File: src/rtl/fifo_rd_pkg.sv
// Shared definitions for the FIFO burst reader: controller state encoding,
// default parameter values and the WAIT timeout used when FIFO_RD_TIMEOUT_EN is defined.
package fifo_rd_pkg;

    localparam int unsigned DefDataW    = 32;
    localparam int unsigned DefLenW     = 5;
    localparam int unsigned DefRetryGap = 2;
    localparam int unsigned DefMaxRetry = 15;
    // Cycles a read may wait for any FIFO response before the burst is abandoned.
    localparam int unsigned WaitTimeout = 16;

    typedef enum logic [2:0] {
        StIdle,
        StReq,
        StWait,
        StOut,
        StBackoff
    } rd_state_e;

endpackage

File: src/rtl/fifo_burst_reader.sv
// fifo_burst_reader: pops a burst of cmd_len words from the synchronous FIFO one at a time
// and forwards them on a valid/ready stream. An empty-FIFO response (rd_err) backs off for
// RETRY_GAP cycles and re-issues the same read.
// Optional macro FIFO_RD_TIMEOUT_EN: bounds consecutive retries to MAX_RETRY and WAIT time
// to WaitTimeout cycles; either limit ends the burst with an abort pulse.
module fifo_burst_reader
    import fifo_rd_pkg::*;
#(
    parameter int unsigned DATA_W    = DefDataW,
    parameter int unsigned LEN_W     = DefLenW,
`ifdef FIFO_RD_TIMEOUT_EN
    parameter int unsigned MAX_RETRY = DefMaxRetry,
`endif
    parameter int unsigned RETRY_GAP = DefRetryGap
) (
    input  logic              clk,
    input  logic              reset,
    input  logic              cmd_valid,
    input  logic [LEN_W-1:0]  cmd_len,
    output logic              cmd_ready,
    output logic              rd_en,
    input  logic [DATA_W-1:0] dout,
    input  logic              rd_ack,
    input  logic              rd_err,
    output logic              m_valid,
    output logic [DATA_W-1:0] m_data,
    output logic              m_last,
    input  logic              m_ready,
    output logic              done,
    output logic              abort,
    output logic [LEN_W-1:0]  words_left
);

    localparam int unsigned GapW = (RETRY_GAP > 1) ? $clog2(RETRY_GAP) : 1;
    localparam logic [GapW-1:0] GapLast = GapW'(RETRY_GAP - 1);

    rd_state_e         state_q, state_d;
    logic [LEN_W-1:0]  words_left_q, words_left_d;
    logic [DATA_W-1:0] data_q, data_d;
    logic [GapW-1:0]   gap_q, gap_d;
    logic              done_q, done_d;

`ifdef FIFO_RD_TIMEOUT_EN
    localparam int unsigned RetryW = $clog2(MAX_RETRY + 1);
    localparam int unsigned WaitW  = $clog2(WaitTimeout);
    localparam logic [RetryW-1:0] RetryMax = RetryW'(MAX_RETRY);
    localparam logic [WaitW-1:0]  WaitLast = WaitW'(WaitTimeout - 1);

    logic [RetryW-1:0] retry_q, retry_d, retry_inc;
    logic [WaitW-1:0]  wait_q, wait_d;
    logic              abort_q, abort_d;

    // Saturating increment of the consecutive-error count.
    assign retry_inc = (retry_q == RetryMax) ? retry_q : retry_q + RetryW'(1);
`endif

    // Next-state logic: one read outstanding at a time, output register held until handshake.
    always_comb begin
        state_d      = state_q;
        words_left_d = words_left_q;
        data_d       = data_q;
        gap_d        = gap_q;
        done_d       = 1'b0;
`ifdef FIFO_RD_TIMEOUT_EN
        retry_d      = retry_q;
        wait_d       = wait_q;
        abort_d      = 1'b0;
`endif
        unique case (state_q)
            StIdle: begin
                if (cmd_valid) begin
                    if (cmd_len != '0) begin
                        state_d      = StReq;
                        words_left_d = cmd_len;
`ifdef FIFO_RD_TIMEOUT_EN
                        retry_d      = '0;
`endif
                    end else begin
                        // Empty burst completes immediately without touching the FIFO.
                        done_d = 1'b1;
                    end
                end
            end
            StReq: begin
                state_d = StWait;
`ifdef FIFO_RD_TIMEOUT_EN
                wait_d  = '0;
`endif
            end
            StWait: begin
                // rd_ack has priority: a word delivered is a word consumed.
                if (rd_ack) begin
                    data_d  = dout;
                    state_d = StOut;
`ifdef FIFO_RD_TIMEOUT_EN
                    retry_d = '0;
`endif
                end else if (rd_err) begin
`ifdef FIFO_RD_TIMEOUT_EN
                    retry_d = retry_inc;
                    if (retry_inc == RetryMax) begin
                        state_d      = StIdle;
                        words_left_d = '0;
                        abort_d      = 1'b1;
                    end else begin
                        state_d = StBackoff;
                        gap_d   = '0;
                    end
`else
                    state_d = StBackoff;
                    gap_d   = '0;
`endif
                end
`ifdef FIFO_RD_TIMEOUT_EN
                else if (wait_q == WaitLast) begin
                    state_d      = StIdle;
                    words_left_d = '0;
                    abort_d      = 1'b1;
                end else begin
                    wait_d = wait_q + WaitW'(1);
                end
`endif
            end
            StOut: begin
                if (m_ready) begin
                    words_left_d = words_left_q - LEN_W'(1);
                    if (words_left_q == LEN_W'(1)) begin
                        state_d = StIdle;
                        done_d  = 1'b1;
                    end else begin
                        state_d = StReq;
                    end
                end
            end
            StBackoff: begin
                if (gap_q == GapLast) begin
                    state_d = StReq;
                end else begin
                    gap_d = gap_q + GapW'(1);
                end
            end
            default: state_d = StIdle;
        endcase
    end

    // State and datapath registers with synchronous reset.
    always_ff @(posedge clk) begin
        if (reset) begin
            state_q      <= StIdle;
            words_left_q <= '0;
            data_q       <= '0;
            gap_q        <= '0;
            done_q       <= 1'b0;
        end else begin
            state_q      <= state_d;
            words_left_q <= words_left_d;
            data_q       <= data_d;
            gap_q        <= gap_d;
            done_q       <= done_d;
        end
    end

`ifdef FIFO_RD_TIMEOUT_EN
    // Retry and WAIT-timeout counters, present only when the bounds are enabled.
    always_ff @(posedge clk) begin
        if (reset) begin
            retry_q <= '0;
            wait_q  <= '0;
            abort_q <= 1'b0;
        end else begin
            retry_q <= retry_d;
            wait_q  <= wait_d;
            abort_q <= abort_d;
        end
    end

    assign abort = abort_q;
`else
    assign abort = 1'b0;
`endif

    assign cmd_ready  = (state_q == StIdle);
    assign rd_en      = (state_q == StReq);
    assign m_valid    = (state_q == StOut);
    assign m_data     = data_q;
    assign m_last     = (state_q == StOut) && (words_left_q == LEN_W'(1));
    assign done       = done_q;
    assign words_left = words_left_q;

endmodule

File: config.mk
export PLATFORM = sky130hd
export DESIGN_NAME = fifo_burst_reader
export DESIGN_NICKNAME = d
export VERILOG_FILES = /design/src/rtl/fifo_rd_pkg.sv /design/src/rtl/fifo_burst_reader.sv
export SDC_FILE = /design/constraint.sdc
export NUM_CORES = 1
export LEC_CHECK = 0
export CAP_MARGIN = 0
export CORE_ASPECT_RATIO = 1.1
export CORE_MARGIN = 8
export CORE_UTILIZATION = 36
export DETAILED_ROUTE_END_ITERATION = 12
export PLACE_DENSITY = 0.8
export SLEW_MARGIN = 10
export SYNTH_ARGS = -nofsm -noshare
export SYNTH_HDL_FRONTEND = slang
export SYNTH_SLANG_ARGS = --single-unit
File: constraint.sdc
create_clock -name clk -period 1.5 [get_ports clk]
set_input_delay 0.3 -clock clk [delete_from_list [all_inputs] [get_ports clk]]
set_output_delay 0.3 -clock clk [all_outputs]
set_load 0.02 [all_outputs]
# After elaboration in Yosys (flattened, before gate mapping)
# Cells that the tools add are included.
[classes]
add_sub_neg = 2
eq_ne = 12
muxes = 21
reduce_logical = 9
[ops]
columns = ["operator", "count"]
rows = [
  ["2-to-1 mux 3 bit", 6],
  ["2-to-1 mux 5 bit", 3],
  ["case mux 3 bit (5 select lines)", 1],
  ["case mux 5 bit (2 select lines)", 1],
  ["2-to-1 mux 1 bit", 8],
  ["inequality test 2 bit, second input constant", 4],
  ["equality test 3 x 2 -> 1 bit, second input constant", 2],
  ["equality test 5 x 1 -> 1 bit, second input constant", 1],
  ["AND reduction 5 bit", 1],
  ["nonzero test 5 bit", 1],
  ["subtractor 5 x 1 -> 5 bit, second input constant", 1],
  ["inequality test 2 x 1 -> 1 bit, second input constant", 2],
  ["case mux 1 bit (2 select lines)", 2],
  ["AND reduction 4 bit", 1],
  ["nonzero test 2 bit", 2],
  ["equality test 3 x 1 -> 1 bit, second input constant", 1],
  ["equality test 3 bit, second input constant", 1],
  ["zero test 3 bit", 1],
  ["inequality test 3 bit, second input constant", 1],
  ["AND reduction 3 bit", 1],
  ["AND reduction 2 bit", 1],
  ["adder 1 bit, second input constant", 1],
  ["logical AND 1 bit", 1],
]
[word_totals]
regBits = 42
in_bits = 43
output_inout_bits = 43
wordCells = 49

# Depth between registers and ports, before layout
# Gate-level depths: netlist of run 1.
[logic_depth]
ltp_word = 4
ltp_mapped = 6
ltp_nobuf = 6

# Worst setup path before layout of run 1
# Ideal clock, no wire load.
[synth_path]
path_kind = "input to register"
startpoint = "input port cmd_len[0]"
endpoint = "register words_left_q[1], in the netlist words_left[1]"
setup_time_ns = 0.122
arrival_ns = 1.371
t_required_ns = 1.378
setup_slack_ns = 0.007
path_stages = 3
n_path_buf = 0
cell_sequence = "or4_4 o21a_4 o311a_1"
[synth_via]
elab_chain_cells = 3
[synth_rtl]
columns = ["item", "line", "rtl"]
rows = [
  ["start: declaration", "fifo_burst_reader.sv:19", "input logic [LEN_W-1:0] cmd_len,"],
  ["nonzero test 5 bit", "fifo_burst_reader.sv:72", "if (cmd_len != '0) begin"],
  ["inequality test 2 x 1 -> 1 bit (no source line)", "--", ""],
  ["AND reduction 4 bit (no source line)", "--", ""],
  ["end signal: assignment", "fifo_burst_reader.sv:156", "words_left_q <= words_left_d;"],
  ["end: declaration", "fifo_burst_reader.sv:38", "logic [LEN_W-1:0] words_left_q, words_left_d;"],
]
# No other way between the ends.
# A chain may end at the register's enable or synchronous reset.

# Final worst setup path of run 1
[layout_path]
startpoint = "register words_left_q[1], in the netlist words_left[1]"
endpoint = "output port m_last"
[layout_via]
elab_chain_cells = 2
[layout_rtl]
columns = ["item", "line", "rtl"]
rows = [
  ["equality test 5 x 1 -> 1 bit", "fifo_burst_reader.sv:186", "assign m_last = (state_q == StOut) && (words_left_q == LEN_W'(1));"],
  ["logical AND 1 bit", "fifo_burst_reader.sv:186", ""],
  ["end: declaration", "fifo_burst_reader.sv:27", "output logic m_last,"],
]
# No other way between the ends.

==> results of run 1 <==
[worst max path at each step]
stage / endpoint / slack, ps / cells past startpoint / start
after global placement: words_left[1] / -450 / 4 / cmd_len[0]
after global routing: m_last / -110 / 5 / words_left[1]
final: m_last / -90 / 5 / words_left[1]
after detailed placement: words_left[4] / -470 / 5 / cmd_len[0]
after floorplan: words_left[1] / 7 / 3 / cmd_len[0]
after CTS: m_last / -70 / 5 / words_left[1]
[Yosys cell counts]
| library cell | count |
|---|---|
| a2111oi_0 | 1 |
| a21oi_1 | 40 |
| a22oi_1 | 1 |
| and2_1 | 1 |
| and3_1 | 1 |
| and4_1 | 1 |
| and4b_1 | 2 |
| buf_2 | 5 |
| buf_4 | 2 |
| buf_6 | 1 |
| clkbuf_1 | 9 |
| conb_1 | 1 |
| dfxtp_1 | 42 |
| ha_1 | 2 |
| inv_1 | 3 |
| inv_2 | 1 |
| nand2_1 | 68 |
| nand2b_1 | 3 |
| nand3b_1 | 1 |
| nor2_1 | 9 |
| nor2_2 | 1 |
| nor2b_1 | 2 |
| nor3_1 | 3 |
| nor3_2 | 1 |
| nor3b_1 | 4 |
| nor4b_2 | 1 |
| o2111ai_1 | 1 |
| o21a_4 | 1 |
| o21ai_0 | 3 |
| o221ai_2 | 1 |
| o22ai_1 | 1 |
| o311a_1 | 1 |
| o311ai_1 | 4 |
| o31ai_1 | 3 |
| o41ai_1 | 1 |
| o41ai_2 | 1 |
| or2_1 | 1 |
| or3_1 | 1 |
| or4_4 | 1 |
[through the flow]
step,setup WS [ps],TNS (ps)
after global placement,-453,-6430
after global routing,-110,-383
after detailed placement,-467,-7080
after CTS,-72.3,-86.3
after floorplan,7.36,0
final,-85.1,-97.9
[final cells by class]
type | instances | area, um2
Fill cell | 426 | 1810
Timing Repair Buffer | 117 | 1090
Multi-Input combinational cell | 163 | 991
Sequential cell | 42 | 845
Tap cell | 58 | 72.6
Clock buffer | 5 | 68.8
Clock inverter | 3 | 43.8
Inverter | 4 | 15.0
[per-layer routing]
layer	global-route usage (%)	routed length, um	share of wire [%]
met1	16.4	2550	44
met3	3.52	307	5.3
met2	24.5	2890	50
met5	0	0	0
met4	6.05	91	1.6
[state kept, by name, indices dropped and copies added (netlist names)]
register	flops
done	1
gap_q	1
m_data	32
state_q	3
words_left	5
[report_power, final]
group / switching, mW / leakage (nW) / internal, mW / total, mW
clock: 0.404 / 0.0585 / 0.499 / 0.903
sequential: 0.0379 / 0.342 / 1.19 / 1.22
combinational: 0.453 / 0.943 / 0.453 / 0.905
total: 0.895 / 1.34 / 2.14 / 3.03
[repair_timing]
action,CTS,global route
pin swaps,10,4
cloned,0,1
setup endpoints to repair,49,42
buffers inserted,1,1
gates resized for setup,73,22
[worst max-delay path, stage by stage, from the launching register on]
cell	delay (ps)
dfxtp_2	330
inv_2	80
ha_4	130
nor2b_4	130
and3_4	200
buf_6	120
[cell families (layout without fill, tap and decap cells)]
kind of cell / after synthesis / count (layout) / share of synthesized area [%]
AOI/OAI and AO/OA: 59 / 59 / 20.4
DFF: 42 / 42 / 46.5
buffers and inverters: 21 / 129 / 5.54
and+or+nand+nor: 101 / 101 / 26.0
adders and majority gates: 2 / 2 / 1.38
other: 1 / 1 / 0.207
==> impl_metrics.ini, run 1 <==
[run_status]
status = finished, violations left
violations = setup timing

[clock_tree]
cts_made_buffers = 5
cts_root_buf = clkbuf_8
cts_tree = done
cts_max_path_buffers = 2
clock_latency_ps = 290
htree_levels = 2
numClockSinks = 42
clk_pin_slew_ps = 80
holdBufCountCts = 0

[layout]
instances_no_fill = 392
num_antenna_cells = 0
final_cell_mix = 68 x nand2_1, 41 x dlygate4sd2_1, 40 x a21oi_1
final_common_cell = nand2_1
drive_above_1_share_pct = 22.2
finalCoreUtilization_pct = 63.4
final_area_um2 = 3130
syn2layout_area_growth_pct = 72.9
nets = 378

[place]
gp_congestion = 0.871
place_area_um2 = 2900
hpwl_mm = 4.25
dp_cells = 381
port_buffers = 84

[global_route]
grt_pass1_wl_mm = 9.12
grt_util_all_layers_pct = 14.3
grt_max_degree = 33
antenna_found_initial = 0
grt_pass1_vias = 1938
gr-total-overflow = 0

[timing]
period_minus_slack_ps = 1590
holdWs_ps = 454
hold_viol = 0
period_share_pct = 106
finClkSkew_ps = 5.80
fmax_ghz = 0.631
rsz0062_at_grt = true
worst_slack_ps = -85.1
final_max_slew_viol_count = 0
finalSetupViolCount = 2

[logic_synthesis]
synth-seq-area-share_pct = 46.5
yosys.area.top_type = dfxtp_1
ys_ff_latch = 42
synth.area.top_cells = dfxtp_1 47%, nand2_1 14%, a21oi_1 11%, o311ai_1 1.9%, clkbuf_1 1.9%
yosys.area.top_type_share_pct = 46.5
synth_cell_types = 39
syn-cell-area_um2 = 1810
syn_inst = 226
syn_area_per_cell_um2 = 8.00
syn_nets = 271
ys_warn_count = 0

[drt]
routed_via_density = 4.90
num_vias = 1920
finalWirelength_mm = 5.84
drtPass1Iterations = 4
wl_per_cell_um = 14.9
first_iter_violations = 109
ant_nets = 0
drc_errors = 0

[critical_path]
ff2ff_path_depth = 6
crit_path_start_kind = flop
r2r_end = words_left[0]
cp_max_fo = 2
crit_path_end_kind = output port
reg2reg_setup_slack_ps = 10
required_ps = 1200
critPathArrivalTime_ps = 1290
reg2reg_from = state_q[0]
criticalPathCategory = flop to output port

[power]
power_mw = 3.03
cellPowerDensity_nw_per_um2 = 970
p_leak_nw = 1.34
irDropWorstVdd_mv = 0.511

[worst_hold_path]
hold_start = m_data[31]
min_path_cells = 2
hold_path_end = m_data[31]
min_path_type = flop to flop

[floorplanning]
start_util_pct = 36.7
coreArea_um2 = 4930
design.die.area_um2 = 7550
die_h_um = 90.3
die_w_um = 83.6
ioPinCount = 86
core.rowCount = 27

[flow_run]
maxCapViolCount = 0
Note: power is estimated with default switching activity, not from simulation.
==> run 2: changes to the inputs <==
Settings changed: ABC_AREA set to 1, HOLD_SLACK_MARGIN set to 0.1.
==> impl_metrics.ini, run 2 <==
[run_status]
status = finished, violations left
violations = setup timing

[global_route]
gr-total-overflow = 0
grt_max_degree = 37
grt_pass1_vias = 1969
grt_pass1_wl_mm = 8.76
antenna_found_initial = 0
grt_util_all_layers_pct = 13.5

[timing]
holdWs_ps = 463
tns_ps = -70.6
rsz0062_at_grt = true
hold_viol = 0
finClkSkew_ps = 7.05
final_max_slew_viol_count = 0
worst_slack_ps = -70.6
period_minus_slack_ps = 1570
period_share_pct = 105
finalSetupViolCount = 1
fmax_ghz = 0.637

[power]
p_leak_nw = 1.41
irDropWorstVdd_mv = 1.04
cellPowerDensity_nw_per_um2 = 1700
power_mw = 5.09

[critical_path]
cp_slowest_cell = dfxtp_2
worstSetupPathDepth = 7
reg2reg_setup_slack_ps = 70
worst_path_most_repeated_cell = inv_2
endpoint = m_last
reg2reg_from = state_q[2]
slowest_delay_ps = 330
criticalPathCategory = flop to output port
crit_path_start_kind = flop
cp_cell_sequence = inv_2 -> ha_4 -> inv_2 -> nor2_2 -> nand2_2 -> nor2_4 -> buf_6
critPathArrivalTime_ps = 1270
crit_start = words_left[1]
crit_family = flip-flops
cp_max_fo = 2
crit_path_end_kind = output port
cp.buffers_inverters = 3
ff2ff_path_depth = 7
r2r_end = state_q[0]
required_ps = 1200

[layout]
nets = 404
final_area_um2 = 3000
drive_above_1_share_pct = 18.1
final_common_cell = nor2_1
ff_latch_area_um2 = 848
num_antenna_cells = 0
instances_no_fill = 417
largest_register_ffs = 32
final_cell_mix = 80 x nor2_1, 42 x clkdlybuf4s50_1, 38 x dfxtp_1, 38 x dlygate4sd2_1, 32 x o21ai_1
num-fill-cells = 472
multi_input_area_um2 = 876
syn2layout_area_growth_pct = 66.6
finalCoreUtilization_pct = 60.9

[clock_tree]
clk_pin_slew_ps = 70
clock_latency_ps = 280
cts_made_buffers = 5
cts_root_buf = clkbuf_8
numClockSinks = 42
cts_tree = done
htree_levels = 2
cts_max_path_buffers = 2

[floorplanning]
start_util_pct = 36.5
die_w_um = 83.5
coreArea_um2 = 4930
ioPinCount = 86
core.rowCount = 27
die_h_um = 90.2
design.die.area_um2 = 7530

[worst_hold_path]
min_path_type = flop to flop

[drt]
ant_nets = 0
finalWirelength_mm = 5.28
num_vias = 1923
drtPass1Iterations = 4
wl_per_cell_um = 12.7
drc_errors = 0
routed_via_density = 4.61
first_iter_violations = 82

[logic_synthesis]
synthTopCellsByCount = 81 x nor2_1, 42 x dfxtp_1, 32 x nand2_1, 32 x o21ai_1, 13 x inv_1
syn-cell-area_um2 = 1800
synth-seq-area-share_pct = 46.7
yosys.area_share.simple_pct = 32.4
ys_warn_count = 0
synthArstFlopShare_pct = 0
syn_area_per_cell_um2 = 7.15
yosys.area.top_type = dfxtp_1
ys.flop_type = dfxtp_1
synth.most_common_cell = nor2_1
ys_ff_latch = 42
yosys.area.top_type_share_pct = 46.7
synth_top_family_by_area = simple AND/OR/NAND/NOR gates
synthAdderAreaFrac_pct = 1.39
synth_edf_count = 0
synth.area.top_cells = dfxtp_1 47%, nor2_1 17%, o21ai_1 8.9%, nand2_1 6.7%, inv_1 2.7%
synth_mux_area_share_pct = 0
syn_nets = 297
synth_compound_area_share_pct = 12.2
syn_inst = 252
synth_cell_types = 25
synthXorXnorAreaFrac_pct = 0

[place]
gp_congestion = 0.831
port_buffers = 84
hpwl_mm = 4.09
dp_cells = 407
dp_slack_ps = -263
place_area_um2 = 2870

[flow_run]
maxCapViolCount = 0
==> run 2: per-layer routing <==
metal  vias up  part of all wire [%]  track usage (%)
li1       1004                     -                -
met1       833                    38             14.1
met2        77                    49             22.9
met3         9                    11             6.86
met4         0                   1.8             4.61
met5         -                     0                0
==> run 2: where the power goes <==
part	total [mW]	internal [mW]	switching, mW
combinational	2.64	1.17	1.47
clock	0.887	0.532	0.354
sequential	1.56	1.40	0.157
==> run 2: kinds of logic (layout without fill, tap and decap cells) <==
family | count (synthesis) | count (layout)
AO/OA/AOI/OAI | 43 | 43
buffers and inverters | 27 | 134
flip-flops | 42 | 42
adder cells (fa/ha/maj) | 2 | 2
AND/OR/NAND/NOR | 137 | 137
other | 1 | 1
==> run 2: cell type report <==
cell class | count | area share [%]
Sequential cell | 42 | 28.3
Timing Repair Buffer | 111 | 34.3
Multi-Input combinational cell | 183 | 29.2
Clock buffer | 6 | 2.75
Clock inverter | 1 | 1.00
Tap cell | 58 | 2.42
Inverter | 16 | 2.08
==> run 2: how the worst min path moves through the flow <==
stage | startpoint | to | slack, ps | depth (start not counted)
after floorplan | reset | done | 370 | 1
after global placement | gap_q | gap_q | 440 | 2
after global routing | gap_q | gap_q | 500 | 2
final | gap_q | gap_q | 460 | 2
after CTS | gap_q | gap_q | 470 | 2
after detailed placement | gap_q | gap_q | 460 | 2
==> run 2: worst min-delay path, delay by kind of cell, from the launching register on <==
kind | cells | cell delay, ps
simple gates | 1 | 60
compound gates | 1 | 50
flops | 1 | 310
==> run 2: what timing repair did <==
action,in CTS,in global routing
endpoints found under the setup margin,42,3
hold buffers,0,0
buffers inserted,0,3
resized for setup,65,12
pin swaps,1,5
